--- src/rtl/hdlc_rx_deframer_if.sv ---
// Bus between the HDLC receive deframer and the Rx frame buffer/control stage.
// The master side is the deframer: it takes the serial line and drives the
// decoded strobes and data.
interface hdlc_rx_deframer_if;
  logic       Rx;
  logic [7:0] Rx_Data;
  logic       Rx_NewByte;
  logic       Rx_FlagDetect;
  logic       Rx_AbortDetect;
  logic       Rx_IdleDetect;
  logic       Rx_ValidFrame;
  logic       Rx_EoF;
  logic       Rx_FrameError;

  modport master (
    input  Rx,
    output Rx_Data, Rx_NewByte, Rx_FlagDetect, Rx_AbortDetect,
           Rx_IdleDetect, Rx_ValidFrame, Rx_EoF, Rx_FrameError
  );

  modport slave (
    output Rx,
    input  Rx_Data, Rx_NewByte, Rx_FlagDetect, Rx_AbortDetect,
           Rx_IdleDetect, Rx_ValidFrame, Rx_EoF, Rx_FrameError
  );
endinterface

--- src/rtl/hdlc_rx_deframer.sv ---
// Bit-level HDLC receive front end: flag/abort/idle detection, zero
// destuffing, an 8-bit delay line that keeps closing-flag bits out of the
// payload, and LSB-first byte assembly with end-of-frame qualification.
module hdlc_rx_deframer #(
  parameter int unsigned MIN_BYTES = 1
) (
  input logic Clk,
  input logic Rst,
  hdlc_rx_deframer_if.master rxIf
);

  typedef enum logic [1:0] {HUNT, SYNC, FRAME} stateT;

  stateT      state;
  stateT      stateNext;

  logic       rxD;
  // Only the seven older raw bits are stored; the newest is rxD itself.
  logic [6:0] rawHist;
  logic [7:0] rawWin;
  logic       isFlag, isAbort, isIdle;
  logic [2:0] onesCnt;
  logic       stuffed, dataIn;
  logic [7:0] dly;
  logic [3:0] dlyCnt;
  logic       exitValid, exitBit;
  logic [2:0] bitCnt, endBits;
  logic [7:0] byteCnt, endBytes;
  logic       endErr;
  logic [7:0] asmReg, asmNext;
  logic       take, flush, clearCnt, fall, frameErr, byteDone;
  logic       eofPend, errPend;

  logic [7:0] rxData;
  logic       newByte, flagDet, abortDet, idleDet, validFrame, eof, frameError;

  // Window in arrival order: rawWin[7] is the oldest bit, rawWin[0] the newest.
  assign rawWin  = {rawHist, rxD};
  assign isFlag  = (rawWin == 8'h7E);
  assign isAbort = (rawWin == 8'h7F);
  assign isIdle  = (rawWin == 8'hFF);

  assign stuffed   = !rxD && (onesCnt == 3'd5) && (state != HUNT);
  assign dataIn    = (state != HUNT) && !stuffed;
  assign exitValid = dataIn && (dlyCnt == 4'd8);
  assign exitBit   = dly[7];
  assign byteDone  = take && (bitCnt == 3'd7);

  // Bit/byte totals as they stand once the current exiting bit is counted.
  assign endBits  = bitCnt + {2'b00, exitValid};
  assign endBytes = (exitValid && (bitCnt == 3'd7) && (byteCnt != 8'hFF)) ?
                    byteCnt + 8'd1 : byteCnt;
  assign endErr   = (endBits != 3'd0) || (32'(endBytes) < MIN_BYTES);

  // Byte being assembled with the exiting bit dropped into its slot.
  always_comb begin
    asmNext         = asmReg;
    asmNext[bitCnt] = exitBit;
  end

  // Next-state and per-edge control decisions.
  always_comb begin
    stateNext = state;
    flush     = 1'b0;
    take      = 1'b0;
    clearCnt  = 1'b0;
    fall      = 1'b0;
    frameErr  = 1'b0;
    case (state)
      HUNT: begin
        clearCnt = 1'b1;
        if (isFlag) begin
          stateNext = SYNC;
          flush     = 1'b1;
        end
      end
      SYNC: begin
        if (isFlag) begin
          flush = 1'b1;
        end else if (isAbort) begin
          stateNext = HUNT;
        end else if (exitValid) begin
          stateNext = FRAME;
          take      = 1'b1;
        end
      end
      FRAME: begin
        if (isFlag) begin
          // The last payload bit leaves the delay line on the flag's own edge,
          // so it is still assembled before the frame is closed.
          stateNext = SYNC;
          flush     = 1'b1;
          take      = exitValid;
          fall      = 1'b1;
          clearCnt  = 1'b1;
          frameErr  = endErr;
        end else if (isAbort) begin
          stateNext = HUNT;
          fall      = 1'b1;
          clearCnt  = 1'b1;
        end else begin
          take = exitValid;
        end
      end
      default: begin
        stateNext = HUNT;
        clearCnt  = 1'b1;
      end
    endcase
  end

  // State register.
  always_ff @(posedge Clk) begin
    if (Rst) state <= HUNT;
    else     state <= stateNext;
  end

  // Line sampling, delay line, byte assembly and registered outputs.
  always_ff @(posedge Clk) begin
    if (Rst) begin
      rxD        <= 1'b0;
      rawHist    <= '0;
      onesCnt    <= '0;
      dly        <= '0;
      dlyCnt     <= '0;
      bitCnt     <= '0;
      byteCnt    <= '0;
      asmReg     <= '0;
      eofPend    <= 1'b0;
      errPend    <= 1'b0;
      rxData     <= '0;
      newByte    <= 1'b0;
      flagDet    <= 1'b0;
      abortDet   <= 1'b0;
      idleDet    <= 1'b0;
      validFrame <= 1'b0;
      eof        <= 1'b0;
      frameError <= 1'b0;
    end else begin
      rxD     <= rxIf.Rx;
      rawHist <= rawWin[6:0];
      onesCnt <= rxD ? ((onesCnt == 3'd7) ? 3'd7 : onesCnt + 3'd1) : '0;

      if (dataIn) dly <= {dly[6:0], rxD};
      if (flush)                            dlyCnt <= '0;
      else if (dataIn && dlyCnt != 4'd8)    dlyCnt <= dlyCnt + 4'd1;

      if (clearCnt) begin
        bitCnt  <= '0;
        byteCnt <= '0;
      end else if (take) begin
        bitCnt  <= bitCnt + 3'd1;
        byteCnt <= endBytes;
      end
      if (take) asmReg <= asmNext;

      newByte <= byteDone;
      if (byteDone) rxData <= asmNext;

      flagDet    <= isFlag;
      abortDet   <= isAbort;
      idleDet    <= isIdle;
      validFrame <= (stateNext == FRAME);
      eofPend    <= fall;
      errPend    <= fall && frameErr;
      eof        <= eofPend;
      frameError <= errPend;
    end
  end

  assign rxIf.Rx_Data        = rxData;
  assign rxIf.Rx_NewByte     = newByte;
  assign rxIf.Rx_FlagDetect  = flagDet;
  assign rxIf.Rx_AbortDetect = abortDet;
  assign rxIf.Rx_IdleDetect  = idleDet;
  assign rxIf.Rx_ValidFrame  = validFrame;
  assign rxIf.Rx_EoF         = eof;
  assign rxIf.Rx_FrameError  = frameError;

endmodule

--- src/flat_wrapper.sv ---
// flat-port wrapper written by rule: the top's interface ports become plain ports
module hdlc_rx_deframer_flat 
#(
  parameter int unsigned MIN_BYTES = 1
)
  (Clk, Rst, rxIf_Rx, rxIf_Rx_Data, rxIf_Rx_NewByte, rxIf_Rx_FlagDetect, rxIf_Rx_AbortDetect, rxIf_Rx_IdleDetect, rxIf_Rx_ValidFrame, rxIf_Rx_EoF, rxIf_Rx_FrameError);
  hdlc_rx_deframer_if rxIf_i ();
  input logic Clk;
  input logic Rst;
  input wire logic [$bits(rxIf_i.Rx)-1:0] rxIf_Rx;
  output wire logic [$bits(rxIf_i.Rx_Data)-1:0] rxIf_Rx_Data;
  output wire logic [$bits(rxIf_i.Rx_NewByte)-1:0] rxIf_Rx_NewByte;
  output wire logic [$bits(rxIf_i.Rx_FlagDetect)-1:0] rxIf_Rx_FlagDetect;
  output wire logic [$bits(rxIf_i.Rx_AbortDetect)-1:0] rxIf_Rx_AbortDetect;
  output wire logic [$bits(rxIf_i.Rx_IdleDetect)-1:0] rxIf_Rx_IdleDetect;
  output wire logic [$bits(rxIf_i.Rx_ValidFrame)-1:0] rxIf_Rx_ValidFrame;
  output wire logic [$bits(rxIf_i.Rx_EoF)-1:0] rxIf_Rx_EoF;
  output wire logic [$bits(rxIf_i.Rx_FrameError)-1:0] rxIf_Rx_FrameError;
  assign rxIf_i.Rx = rxIf_Rx;
  assign rxIf_Rx_Data = rxIf_i.Rx_Data;
  assign rxIf_Rx_NewByte = rxIf_i.Rx_NewByte;
  assign rxIf_Rx_FlagDetect = rxIf_i.Rx_FlagDetect;
  assign rxIf_Rx_AbortDetect = rxIf_i.Rx_AbortDetect;
  assign rxIf_Rx_IdleDetect = rxIf_i.Rx_IdleDetect;
  assign rxIf_Rx_ValidFrame = rxIf_i.Rx_ValidFrame;
  assign rxIf_Rx_EoF = rxIf_i.Rx_EoF;
  assign rxIf_Rx_FrameError = rxIf_i.Rx_FrameError;
  hdlc_rx_deframer #(.MIN_BYTES(MIN_BYTES)) u_core (.Clk(Clk), .Rst(Rst), .rxIf(rxIf_i));
endmodule
--- config.mk ---
export PLATFORM = sky130hd
export DESIGN_NAME = hdlc_rx_deframer_flat
export DESIGN_NICKNAME = d
export VERILOG_FILES = /design/src/rtl/hdlc_rx_deframer_if.sv /design/src/rtl/hdlc_rx_deframer.sv /design/src/flat_wrapper.sv
export SDC_FILE = /design/constraint.sdc
export NUM_CORES = 1
export LEC_CHECK = 0
export BUFFER_PORTS_ARGS = -buffer_cell sky130_fd_sc_hd__buf_2
export CAP_MARGIN = 20
export CORE_MARGIN = 4
export CORE_UTILIZATION = 45
export CTS_CLUSTER_DIAMETER = 120
export DETAILED_ROUTE_END_ITERATION = 8
export PLACE_DENSITY = 0.7
export SLEW_MARGIN = 20
export SYNTH_ARGS = -nofsm -noshare
export SYNTH_HDL_FRONTEND = slang
export SYNTH_SLANG_ARGS = --single-unit
--- constraint.sdc ---
create_clock -name Clk -period 2.5 [get_ports Clk]
set_clock_uncertainty 0.1 [all_clocks]
set_input_delay 0.125 -clock Clk [delete_from_list [all_inputs] [get_ports Clk]]
set_output_delay 0.125 -clock Clk [all_outputs]
set_load 0.05 [all_outputs]
==> flow_summary.toml <==
[logic_synthesis]
synthMostInstantiatedCell = "dfxtp_1"
synth-seq-cells = 61
netlist_top_cells_count = "dfxtp_1, nor2_1, nand2_1"
synth_area_um2 = 2861
unique_cell_type_count_in_the_yosys_netlist = 49
syn_avg_cell_area_um2 = 9.055
synth_warnings = 0
seq_area_frac_synth_pct = 42.68
share_of_the_synthesized_area_in_the_top_cell_type_pct = 42.68
ys.flop_type = "dfxtp_1"
yosys-top-cells-area = "dfxtp_1, ha_1, nor2_1"
total_nets_after_synthesis = 332
synth-edff-count = 0
synthesis.instances = 316
postSynth.asyncResetShare_pct = 0
synthDominantAreaCellType = "dfxtp_1"

[timing]
min_period_ps = 2289
finalWorstSetupSlack_ps = 210.6
final_layout_worst_hold_slack_ps = 272.6
setup_violations = 0
timing_max_transition_violations_final = 0
max_clock_freq_mhz = 436.8
tightest_slew_ps = 857.3
final.setup.tns_ps = 0
hold_viol = 0
relSlewSlack_pct = 42.84
post-route-period-util_pct = 91.58
rsz0062_at_grt = "no"

[cts]
clkTransAtPathRegs_ps = 70
numCtsBuffers = 9
clk_root_buffer_cell = "clkbuf_8"
cts_tree = "yes"
ctsLongestPathBuffers = 2
htree_levels = 3
numClockSinks = 61
post-cts-setup-buffer-count = 0
clock_latency_ps = 340

[setup_path]
cp-endpoint = "u_core.byteCnt[7]"
critical_path_required_ps = 2680
worst-setup-path-type = "reg -> reg"
rr_worst_depth = 7
crit_arrival_ps = 2470
worstSetupStartpoint = "u_core.bitCnt[0]"
setup.reg_to_reg.worst_slack_ps = 210
critical_path.max_fanout = 11
cp-start-kind = "flop"
worst_setup_path_end_kind = "flop"
end_of_the_worst_register_to_register_path = "u_core.byteCnt[7]"
launch_instance_of_the_worst_register_to_register_path = "u_core.bitCnt[0]"

[global_route]
met3_usage_pct = 6.585
grt.met1_usage_pct = 19.31
grt_busiest_layer = "met2"
via_count_of_the_first_global_routing_pass = 2181
grt_max_degree = 43
grt_first_pass_wirelength_um = 9735
gr_util_met2_pct = 26.23
grt_usage_pct = 16.16
global_route.overflow_total = 0
number_of_antenna_violations_at_the_first_check_in_global_routing = 0

[power]
vdd.ir_drop.worst_mv = 0.4618
power.static_leakage_uw = 0.001210
pwr_density_cell_nw_per_um2 = 639.7
total_power_uw = 2056

[route]
drt_iter0_markers = 80
post_route_ant_nets = 0
residual_drc_count = 0
routed-via-count = 2166
finalWirelength_um = 5342
detail_route.vias_per_cell = 5.270
drt_pass1_iterations = 4
wl_per_cell_um = 13.00

[run]
cap_viol_max_count = 0

[die]
die_h_um = 87.74
initial_core_utilization_pct = 47.21
floorplan.io_pins = 18
floorplan.core_area_um2 = 6061
die_w_um = 87.74
design.die.area_um2 = 7698
fp-row-count = 28

[cells_and_area]
multi_input_area_um2 = 1503
layout.nets = 347
antennaDiodeCount = 0
layout-drive-gt1-share_pct = 16.07
final.fill_count = 567
area.sequential_um2 = 1222
layout.cell_area.non_filler_um2 = 3214
flow.area_growth_from_synthesis_pct = 12.33

[placed_design]
placement.io_buffers = 17
worst_slack_placed_ps = 209.5
dp_hpwl_um = 3712
place_area_um2 = 2963
routabilityCongestion = 0.8907

[status]
run_status = "complete, no violations"

[worst_hold_path]
hold_path.class = "in -> reg"
==> sequential cells by signal, indices dropped and copies added, names as in the netlist <==
signal	count
u_core.rawHist	7
u_core.rxIf.Rx_EoF	1
u_core.onesCnt	3
u_core.rxD	1
u_core.asmReg	8
u_core.rxIf.Rx_FrameError	1
u_core.dlyCnt	4
u_core.rxIf.Rx_IdleDetect	1
u_core.rxIf.Rx_AbortDetect	1
u_core.rxIf.Rx_Data	8
u_core.dly	8
u_core.rxIf.Rx_FlagDetect	1
u_core.bitCnt	3
u_core.errPend	1
u_core.byteCnt	8
u_core.rxIf.Rx_ValidFrame	1
u_core.rxIf.Rx_NewByte	1
u_core.eofPend	1
u_core.state	2
==> report_power, final <==
| group | leakage [uW] | total, uW | internal (uW) | switching (uW) |
|---|---|---|---|---|
| logic | 0.000598 | 23.1 | 6.30 | 16.8 |
| clock network | 0.000121 | 1050 | 688 | 364 |
| registers | 0.000492 | 980 | 975 | 5.04 |
==> area by class of cell <==
type | count | share of cell area, %
clock inverter | 4 | 2.958
timing repair buffer | 20 | 3.425
sequential | 61 | 38.03
clock buffer | 12 | 4.515
inverter | 12 | 1.401
multi-input combinational | 227 | 46.75
tap | 75 | 2.919
==> cells in the final DEF (no fill, tap or decap), types with 2 or more instances in the layout <==
cell type  Yosys  routed
dfxtp_1       61      60
nor2_1        43      43
nand2_1       39      39
a21oi_1       19      19
buf_2          2      17
mux2i_1       13      13
nand3_1       13      13
ha_1          13      13
inv_1         11      11
nor2b_1       10      10
clkbuf_8       0      10
nor3_1         9       9
a211oi_2       7       7
or3_1          6       6
a211oi_1       5       5
xor2_1         5       5
o21ai_0        4       4
xnor2_1        4       4
and2_1         3       3
nor3b_1        3       3
a211o_1        3       3
bufinv_16      0       3
nand2b_1       2       2
nand3b_1       2       2
nand4_1        2       2
clkbuf_1       9       2
buf_4          0       2
==> worst min path at each step <==
stage | start | endpoint | slack [ps] | cells after the start
after CTS | Rst | u_core.asmReg[2] | 270 | 2
after floorplan | Rst | u_core.state[1] | 110 | 1
after detailed placement | rxIf_Rx | u_core.rxD | 240 | 2
final | Rst | u_core.asmReg[2] | 270 | 2
after global placement | rxIf_Rx | u_core.rxD | 230 | 2
after global routing | Rst | u_core.asmReg[2] | 320 | 2
==> critical path: stages, from the launching register on <==
cell and delay (ps):
dfxtp_1 570, ha_1 220, ha_1 190, and4_1 280, and2_2 220, nand2_1 130
or3_1 380, a21oi_1 130
==> metrics by stage <==
| step | util, % | cells |
|---|---|---|
| 2_1_floorplan | - | 316 |
| 6_report | 53.03 | 411 |
| 3_5_place_dp | 48.89 | 394 |
| 5_1_grt | 53.03 | 411 |
| 4_1_cts | 53.01 | 411 |
| 3_3_place_gp | 48.89 | 394 |
==> metal layers <==
metal  up-vias  part of all wire [%]
met5         -                     0
met4         0                   1.5
met3         8                   4.1
met2        23                    48
met1      1021                    47
li1       1114                     -
==> cells by family after synthesis <==
group                    after synthesis  synth area share, %
multiplexers                          13                4.547
adder cells (fa/ha/maj)               13                5.684
AND/OR/NAND/NOR                      142                24.97
AO/OA/AOI/OAI                         50                14.56
buffers and inverters                 28                4.809
XOR/XNOR                               9                2.755
flip-flops                            61                42.68
==> what timing repair did <==
| item | in CTS | in global routing |
|---|---|---|
| hold buffers | 1 | 0 |
| gates resized for setup | 0 | 1 |
| endpoints found under the hold margin | 1 | 0 |
| endpoints found under the setup margin | 0 | 1 |
Power figures use the tool's default switching activity.
